**config.mk**
```make
export PLATFORM = sky130hd
export DESIGN_NAME = sd_axi_wr_arbiter
export DESIGN_NICKNAME = d
export VERILOG_FILES = /design/src/rtl/sd_axi_wr_arbiter.sv
export SDC_FILE = /design/constraint.sdc
export NUM_CORES = 1
export LEC_CHECK = 0
export ABC_AREA = 0
export CORE_AREA = 2 2 109 111
export DETAILED_ROUTE_END_ITERATION = 8
export DIE_AREA = 0 0 111 113
export HOLD_SLACK_MARGIN = 0.03
export PLACE_DENSITY = 0.78
export SLEW_MARGIN = 20
export SYNTH_ARGS = -nofsm -noshare
export SYNTH_HDL_FRONTEND = slang
export SYNTH_SLANG_ARGS = --single-unit
```
**constraint.sdc**
```tcl
create_clock -name aclk -period 4.12 [get_ports aclk]
set_clock_uncertainty 0.1 [all_clocks]
set_input_delay 0.824 -clock aclk [delete_from_list [all_inputs] [get_ports aclk]]
set_output_delay 0.824 -clock aclk [all_outputs]
set_load 0.005 [all_outputs]
```
**src/rtl/sd_axi_wr_arbiter.sv**
```systemverilog
// Two-requester AXI4 write-port arbiter: round-robin grant held from AW capture
// through the B handshake, with wlast generated from the captured burst length.
module sd_axi_wr_arbiter #(
  parameter int AW = 32,
  parameter int DW = 32
) (
  input  logic                  aclk,
  input  logic                  aresetn,
  input  logic [1:0]            s_awvalid,
  output logic [1:0]            s_awready,
  input  logic [2*AW-1:0]       s_awaddr,
  input  logic [31:0]           s_awctl,
  input  logic [1:0]            s_wvalid,
  input  logic [1:0]            s_wlast,
  input  logic [2*DW-1:0]       s_wdata,
  input  logic [2*DW/8-1:0]     s_wstrb,
  output logic [1:0]            s_wready,
  output logic [1:0]            s_bvalid,
  input  logic [1:0]            s_bready,
  output logic [3:0]            s_bresp,
  output logic                  axi_awvalid,
  input  logic                  axi_awready,
  output logic [AW-1:0]         axi_awaddr,
  output logic [2:0]            axi_awprot,
  output logic [1:0]            axi_awburst,
  output logic [7:0]            axi_awlen,
  output logic [2:0]            axi_awsize,
  output logic                  axi_wvalid,
  output logic                  axi_wlast,
  output logic [DW-1:0]         axi_wdata,
  output logic [DW/8-1:0]       axi_wstrb,
  input  logic                  axi_wready,
  input  logic                  axi_bvalid,
  input  logic [1:0]            axi_bresp,
  output logic                  axi_bready,
  output logic                  grant_id,
  output logic                  busy,
  output logic                  wlast_err
);

  localparam int SW = DW / 8;
  localparam int NREQ = 2;

  typedef enum logic [1:0] {IDLE, ADDR, DATA, RESP} state_e;

  state_e         state_q, state_d;
  logic           gnt_q, gnt_d;
  logic           rr_last_q, rr_last_d;
  logic [7:0]     beat_q, beat_d;
  logic [AW-1:0]  addr_q, addr_d;
  logic [15:0]    ctl_q, ctl_d;
  logic           err_q, err_d;

  logic [NREQ-1:0][AW-1:0] req_addr;
  logic [NREQ-1:0][15:0]   req_ctl;
  logic [NREQ-1:0][DW-1:0] req_wdata;
  logic [NREQ-1:0][SW-1:0] req_wstrb;

  logic idle_st, adr_st, dat_st, rsp_st;
  logic win, wlast_c, w_fire, b_fire;

  assign idle_st = (state_q == IDLE);
  assign adr_st  = (state_q == ADDR);
  assign dat_st  = (state_q == DATA);
  assign rsp_st  = (state_q == RESP);

  // On a tie the requester that did not finish last wins.
  assign win = (&s_awvalid) ? ~rr_last_q : s_awvalid[1];

  // Per-requester unpacking and response routing; only the granted slice is live.
  for (genvar i = 0; i < NREQ; i++) begin : g_req
    localparam logic ID = 1'(i);
    assign req_addr[i]  = s_awaddr[i*AW +: AW];
    assign req_ctl[i]   = s_awctl[i*16 +: 16];
    assign req_wdata[i] = s_wdata[i*DW +: DW];
    assign req_wstrb[i] = s_wstrb[i*SW +: SW];

    assign s_awready[i]     = aresetn & idle_st & s_awvalid[i] & (win == ID);
    assign s_wready[i]      = dat_st & (gnt_q == ID) & axi_wready;
    assign s_bvalid[i]      = rsp_st & (gnt_q == ID) & axi_bvalid;
    assign s_bresp[2*i +: 2] = (rsp_st && gnt_q == ID) ? axi_bresp : 2'b00;
  end

  assign axi_awvalid = adr_st;
  assign axi_awaddr  = addr_q;
  assign axi_awprot  = ctl_q[15:13];
  assign axi_awburst = ctl_q[12:11];
  assign axi_awlen   = ctl_q[10:3];
  assign axi_awsize  = ctl_q[2:0];

  assign wlast_c    = (beat_q == ctl_q[10:3]);
  assign axi_wvalid = dat_st & s_wvalid[gnt_q];
  assign axi_wlast  = dat_st & wlast_c;
  assign axi_wdata  = dat_st ? req_wdata[gnt_q] : '0;
  assign axi_wstrb  = dat_st ? req_wstrb[gnt_q] : '0;
  assign w_fire     = axi_wvalid & axi_wready;

  assign axi_bready = rsp_st & s_bready[gnt_q];
  assign b_fire     = axi_bvalid & axi_bready;

  assign grant_id  = gnt_q;
  assign busy      = ~idle_st;
  assign wlast_err = err_q;

  always_comb begin
    state_d   = state_q;
    gnt_d     = gnt_q;
    rr_last_d = rr_last_q;
    beat_d    = beat_q;
    addr_d    = addr_q;
    ctl_d     = ctl_q;
    err_d     = err_q;
    case (state_q)
      IDLE: begin
        if (|s_awvalid) begin
          gnt_d   = win;
          addr_d  = req_addr[win];
          ctl_d   = req_ctl[win];
          beat_d  = '0;
          state_d = ADDR;
        end
      end
      ADDR: begin
        if (axi_awready) state_d = DATA;
      end
      DATA: begin
        if (w_fire) begin
          // Requester's own wlast is only audited; the burst length decides the end.
          if (s_wlast[gnt_q] != wlast_c) err_d = 1'b1;
          if (wlast_c) begin
            beat_d  = '0;
            state_d = RESP;
          end else begin
            beat_d = beat_q + 8'd1;
          end
        end
      end
      RESP: begin
        if (b_fire) begin
          rr_last_d = gnt_q;
          state_d   = IDLE;
        end
      end
      default: state_d = IDLE;
    endcase
  end

  always_ff @(posedge aclk or negedge aresetn) begin
    if (!aresetn) begin
      state_q   <= IDLE;
      gnt_q     <= 1'b0;
      rr_last_q <= 1'b1;
      beat_q    <= '0;
      addr_q    <= '0;
      ctl_q     <= '0;
      err_q     <= 1'b0;
    end else begin
      state_q   <= state_d;
      gnt_q     <= gnt_d;
      rr_last_q <= rr_last_d;
      beat_q    <= beat_d;
      addr_q    <= addr_d;
      ctl_q     <= ctl_d;
      err_q     <= err_d;
    end
  end

endmodule

```
==> report_table.html <==
<table>
<tr><th>Metric</th><th>Value</th></tr>
<tr><th colspan="2">Outcome</th></tr>
<tr><td>Outcome</td><td>completed</td></tr>
<tr><th colspan="2">Floorplanning</th></tr>
<tr><td>Number of core rows</td><td>39</td></tr>
<tr><td>Core footprint</td><td>0.0113 sq mm</td></tr>
<tr><td>Horizontal die dimension</td><td>111 um</td></tr>
<tr><td>I/O pin cnt</td><td>284</td></tr>
<tr><td>Die ar.</td><td>0.0125 sq mm</td></tr>
<tr><td>Vertical extent of the die</td><td>113 um</td></tr>
<tr><td>Initial cell density of the core</td><td>32.6%</td></tr>
<tr><th colspan="2">Yosys</th></tr>
<tr><td>Cell types with the largest area share after synthesis</td><td>sky130_fd_sc_hd__dfrtp_1 41%, sky130_fd_sc_hd__mux2i_1 24%, sky130_fd_sc_hd__o21ai_0 6.8%, sky130_fd_sc_hd__nand2_1 6.3%, sky130_fd_sc_hd__nor2_1 4.2%</td></tr>
<tr><td>Most common cell in the netlist</td><td>sky130_fd_sc_hd__mux2i_1</td></tr>
<tr><td>Number of standard cells after synthesis</td><td>398</td></tr>
<tr><td>Ys flop type</td><td>sky130_fd_sc_hd__dfrtp_1</td></tr>
<tr><td>Proportion of netlist area held by the largest area contributor</td><td>40.9%</td></tr>
<tr><td>Mean Syn Cell Area</td><td>9.22 sq um</td></tr>
<tr><td>Number of synthesized flops with an enable pin</td><td>0</td></tr>
<tr><td>Post-Syn Nets</td><td>587</td></tr>
<tr><td>Number of synthesis warnings</td><td>0</td></tr>
<tr><td>Post-synth ARST share</td><td>100%</td></tr>
<tr><td>Cell type with the largest total area after synthesis</td><td>sky130_fd_sc_hd__dfrtp_1</td></tr>
<tr><td>Portion of the post-synthesis area used by sequential elements</td><td>41.6%</td></tr>
<tr><td>Count of distinct cell types in the synthesized netlist</td><td>32</td></tr>
<tr><td>Synthesized flop and latch total</td><td>61</td></tr>
<tr><td>Leading post-synthesis cells by instance count</td><td>87 x sky130_fd_sc_hd__mux2i_1, 62 x sky130_fd_sc_hd__nand2_1, 60 x sky130_fd_sc_hd__dfrtp_1</td></tr>
<tr><td>Cell Area, Synth</td><td>0.00367 sq mm</td></tr>
<tr><th colspan="2">Timing</th></tr>
<tr><td>Total negative slack for setup checks</td><td>0 ns</td></tr>
<tr><td>Worst-margin pin slew</td><td>1.05 ns</td></tr>
<tr><td>Maximum clock frequency</td><td>271 MHz</td></tr>
<tr><td>Final Critical Period</td><td>3.69 ns</td></tr>
<tr><td>Number of failing setup endpoints in the final timing report</td><td>0</td></tr>
<tr><td>Pins over their slew limit</td><td>0</td></tr>
<tr><td>Hold Vio Cnt, Final</td><td>0</td></tr>
<tr><td>Max-slew headroom</td><td>29.8%</td></tr>
<tr><td>Part of the cycle the worst path needs</td><td>89.5%</td></tr>
<tr><td>Setup repair after global routing missed its margin</td><td>no</td></tr>
<tr><td>Smallest hold slack</td><td>0.265 ns</td></tr>
<tr><th colspan="2">Critical path</th></tr>
<tr><td>Type of the worst setup path</td><td>reg -&gt; out</td></tr>
<tr><td>Reg-to-reg endpoint</td><td>beat_q[6]</td></tr>
<tr><td>Arr. time, crit path</td><td>2.76 ns</td></tr>
<tr><td>Type of destination of the critical path</td><td>output port</td></tr>
<tr><td>Critical path cell sequence</td><td>inv_1 -&gt; ha_1 -&gt; inv_1 -&gt; nor2_1 -&gt; clkdlybuf4s50_1</td></tr>
<tr><td>Slack of the worst reg-to-reg path</td><td>1.84 ns</td></tr>
<tr><td>Slowest Stage Delay on Critical Path</td><td>0.60 ns</td></tr>
<tr><td>Kind of start point of the critical path</td><td>flop</td></tr>
<tr><td>Buffers and inverters on the worst path</td><td>3</td></tr>
<tr><td>Top fanout value on the critical path</td><td>38</td></tr>
<tr><td>R2r startpoint</td><td>state_q[0]</td></tr>
<tr><td>Data required time at the worst endpoint</td><td>3.20 ns</td></tr>
<tr><td>Depth of the worst register-to-register path</td><td>7</td></tr>
<tr><td>Cell with the biggest individual delay on the critical path</td><td>sky130_fd_sc_hd__inv_1</td></tr>
<tr><td>Cell type group with the largest total delay on the critical path</td><td>buffers and inverters</td></tr>
<tr><td>Worst path most repeated cell</td><td>sky130_fd_sc_hd__inv_1</td></tr>
<tr><th colspan="2">Detailed routing</th></tr>
<tr><td>Total via count after detailed routing</td><td>3872</td></tr>
<tr><td>Final ANT Viol Nets</td><td>0</td></tr>
<tr><td>Post-route DRC</td><td>0</td></tr>
<tr><td>DRT Wirelength</td><td>13000 um</td></tr>
<tr><td>Average via count per standard cell</td><td>4.75</td></tr>
<tr><td>DR pass1 iterations</td><td>4</td></tr>
<tr><td>Number of design-rule violations left by the first detailed-router iteration</td><td>193</td></tr>
<tr><td>Routed wire per std cell</td><td>16.0 um</td></tr>
<tr><th colspan="2">Global routing</th></tr>
<tr><td>Initial antenna violation count</td><td>2</td></tr>
<tr><td>Maximum number of pins on one net before global-route repair</td><td>65</td></tr>
<tr><td>Wire length of the first global-routing pass</td><td>20400 um</td></tr>
<tr><td>Number of global-route vias before repair</td><td>3961</td></tr>
<tr><td>Sum of overflow across all layers after global routing</td><td>0</td></tr>
<tr><td>GRT Total Usage</td><td>20.6%</td></tr>
<tr><th colspan="2">Run</th></tr>
<tr><td>Reported max-cap violation count</td><td>0</td></tr>
<tr><th colspan="2">Cells and area</th></tr>
<tr><td>Post-layout net count</td><td>857</td></tr>
<tr><td>Final design area excluding fillers</td><td>0.00690 sq mm</td></tr>
<tr><td>Share of the core filled with cells in the final layout</td><td>61.2%</td></tr>
<tr><td>Fraction of layout cells with a size suffix above 1</td><td>3.58%</td></tr>
<tr><td>Layout-stage area growth over the synthesis result</td><td>88.0%</td></tr>
<tr><td>Filler cell count</td><td>957</td></tr>
<tr><td>Non-filler cells, final</td><td>815</td></tr>
<tr><th colspan="2">Power</th></tr>
<tr><td>Power density over the cells</td><td>575 mW/mm^2</td></tr>
<tr><td>Cell leakage power</td><td>2.97 nW</td></tr>
<tr><td>Peak ir drop on the vdd network</td><td>0.292 mV</td></tr>
<tr><th colspan="2">Placed design</th></tr>
<tr><td>Routability cong.</td><td>0.921</td></tr>
<tr><td>HPWL after detailed placement</td><td>10800 um</td></tr>
<tr><td>PortBufs</td><td>283</td></tr>
<tr><td>DP Cell Count</td><td>800</td></tr>
<tr><td>Standard cell area after detailed placement</td><td>0.00662 sq mm</td></tr>
<tr><th colspan="2">CTS</th></tr>
<tr><td>Count of H-tree levels built during CTS</td><td>3</td></tr>
<tr><td>Maximum clock insertion buffer count</td><td>2</td></tr>
<tr><td>Setup Buffers After CTS</td><td>0</td></tr>
<tr><td>Num CTS Buffers</td><td>9</td></tr>
<tr><td>Clock-pin slew reported for the worst setup and hold paths after clock tree synthesis</td><td>0.05 ns</td></tr>
<tr><td>CTS tree</td><td>yes</td></tr>
<tr><td>Count of clock tree sinks</td><td>61</td></tr>
<tr><td>Clock root buffer</td><td>sky130_fd_sc_hd__clkbuf_16</td></tr>
<tr><td>Hold buffers post-CTS</td><td>0</td></tr>
<tr><td>Total of cells resized after clock tree synthesis</td><td>0</td></tr>
<tr><td>Later-pin clock latency in the skew report</td><td>0.33 ns</td></tr>
<tr><th colspan="2">Hold path</th></tr>
<tr><td>Hold Crit Class</td><td>in -&gt; async</td></tr>
</table>
[state kept, by name (all words and copies together) (netlist names)]
register	cells
beat_q	8
grant_id	1
axi_awaddr	32
wlast_err	1
rr_last_q	1
state_q	2
ctl_q	16
[per-stage QoR]
stage / total power [mW] / setup slack [ns]
floorplan: 2.09 / 1.59
global route: 4.27 / 0.185
CTS: 4.02 / 0.407
global placement: 3.24 / 0.924
detailed placement: 3.30 / 0.761
finish: 3.97 / 0.432
[power by group]
part / switching [mW] / leakage, nW / internal [mW]
Sequential: 0.248 / 0.760 / 0.893
Clock: 0.245 / 0.134 / 0.454
Combinational: 0.896 / 2.08 / 1.23
[cells by family (layout without fill, tap and decap cells)]
family / count (synthesis) / count (layout) / share of synthesized area [%]
adders and majority gates: 6 / 6 / 2.05
AOI/OAI and AO/OA: 67 / 67 / 10.6
DFF: 61 / 61 / 41.6
and+or+nand+nor: 131 / 131 / 15.2
buffers and inverters: 36 / 308 / 4.40
other: 0 / 2 / 0
muxes: 88 / 88 / 24.0
xor gates and xnor gates: 9 / 9 / 2.15
[final cells by class]
class / count / area (sq um) / share of cell area, %
diodes: 2 / 5.00 / 0.0726
repair buffers: 287 / 2880 / 41.8
multi-input cells: 301 / 2000 / 29.0
flip-flops and latches: 61 / 1530 / 22.2
clock inverters: 3 / 40.0 / 0.580
clock buffers: 10 / 229 / 3.32
inverters: 8 / 30.0 / 0.435
well taps: 143 / 179 / 2.59
[metal layers]
layer,track usage (%),up-vias,routed length (um)
li1,-,1923,-
met1,20.1,1763,4600
met2,39.9,173,7010
met3,6.80,13,1180
met4,8.25,0,255
met5,0,-,0
[worst max path at each step]
stage                 startpoint       endpoint  slack [ns]  cells past startpoint
global route          state_q[0]   axi_wstrb[3]        0.19                      5
CTS                   state_q[0]  axi_wdata[30]        0.41                      5
finish                state_q[0]   axi_wstrb[3]        0.43                      5
global placement      state_q[0]     axi_wvalid        0.92                      5
floorplan           s_awvalid[1]   s_awready[1]        1.59                      4
detailed placement    state_q[0]  axi_wdata[30]        0.76                      5
[cell usage in the layout, fill, tap and decap left out, types with 8 or more instances in the layout]
cell / instances
sky130_fd_sc_hd__clkdlybuf4s50_1: 282
sky130_fd_sc_hd__mux2i_1: 87
sky130_fd_sc_hd__nand2_1: 62
sky130_fd_sc_hd__dfrtp_1: 59
sky130_fd_sc_hd__o21ai_0: 50
sky130_fd_sc_hd__nor2_1: 41
sky130_fd_sc_hd__xor2_1: 9
sky130_fd_sc_hd__clkbuf_16: 9
sky130_fd_sc_hd__inv_1: 8
sky130_fd_sc_hd__nand4_1: 8
(Power assumes the default switching activity.)
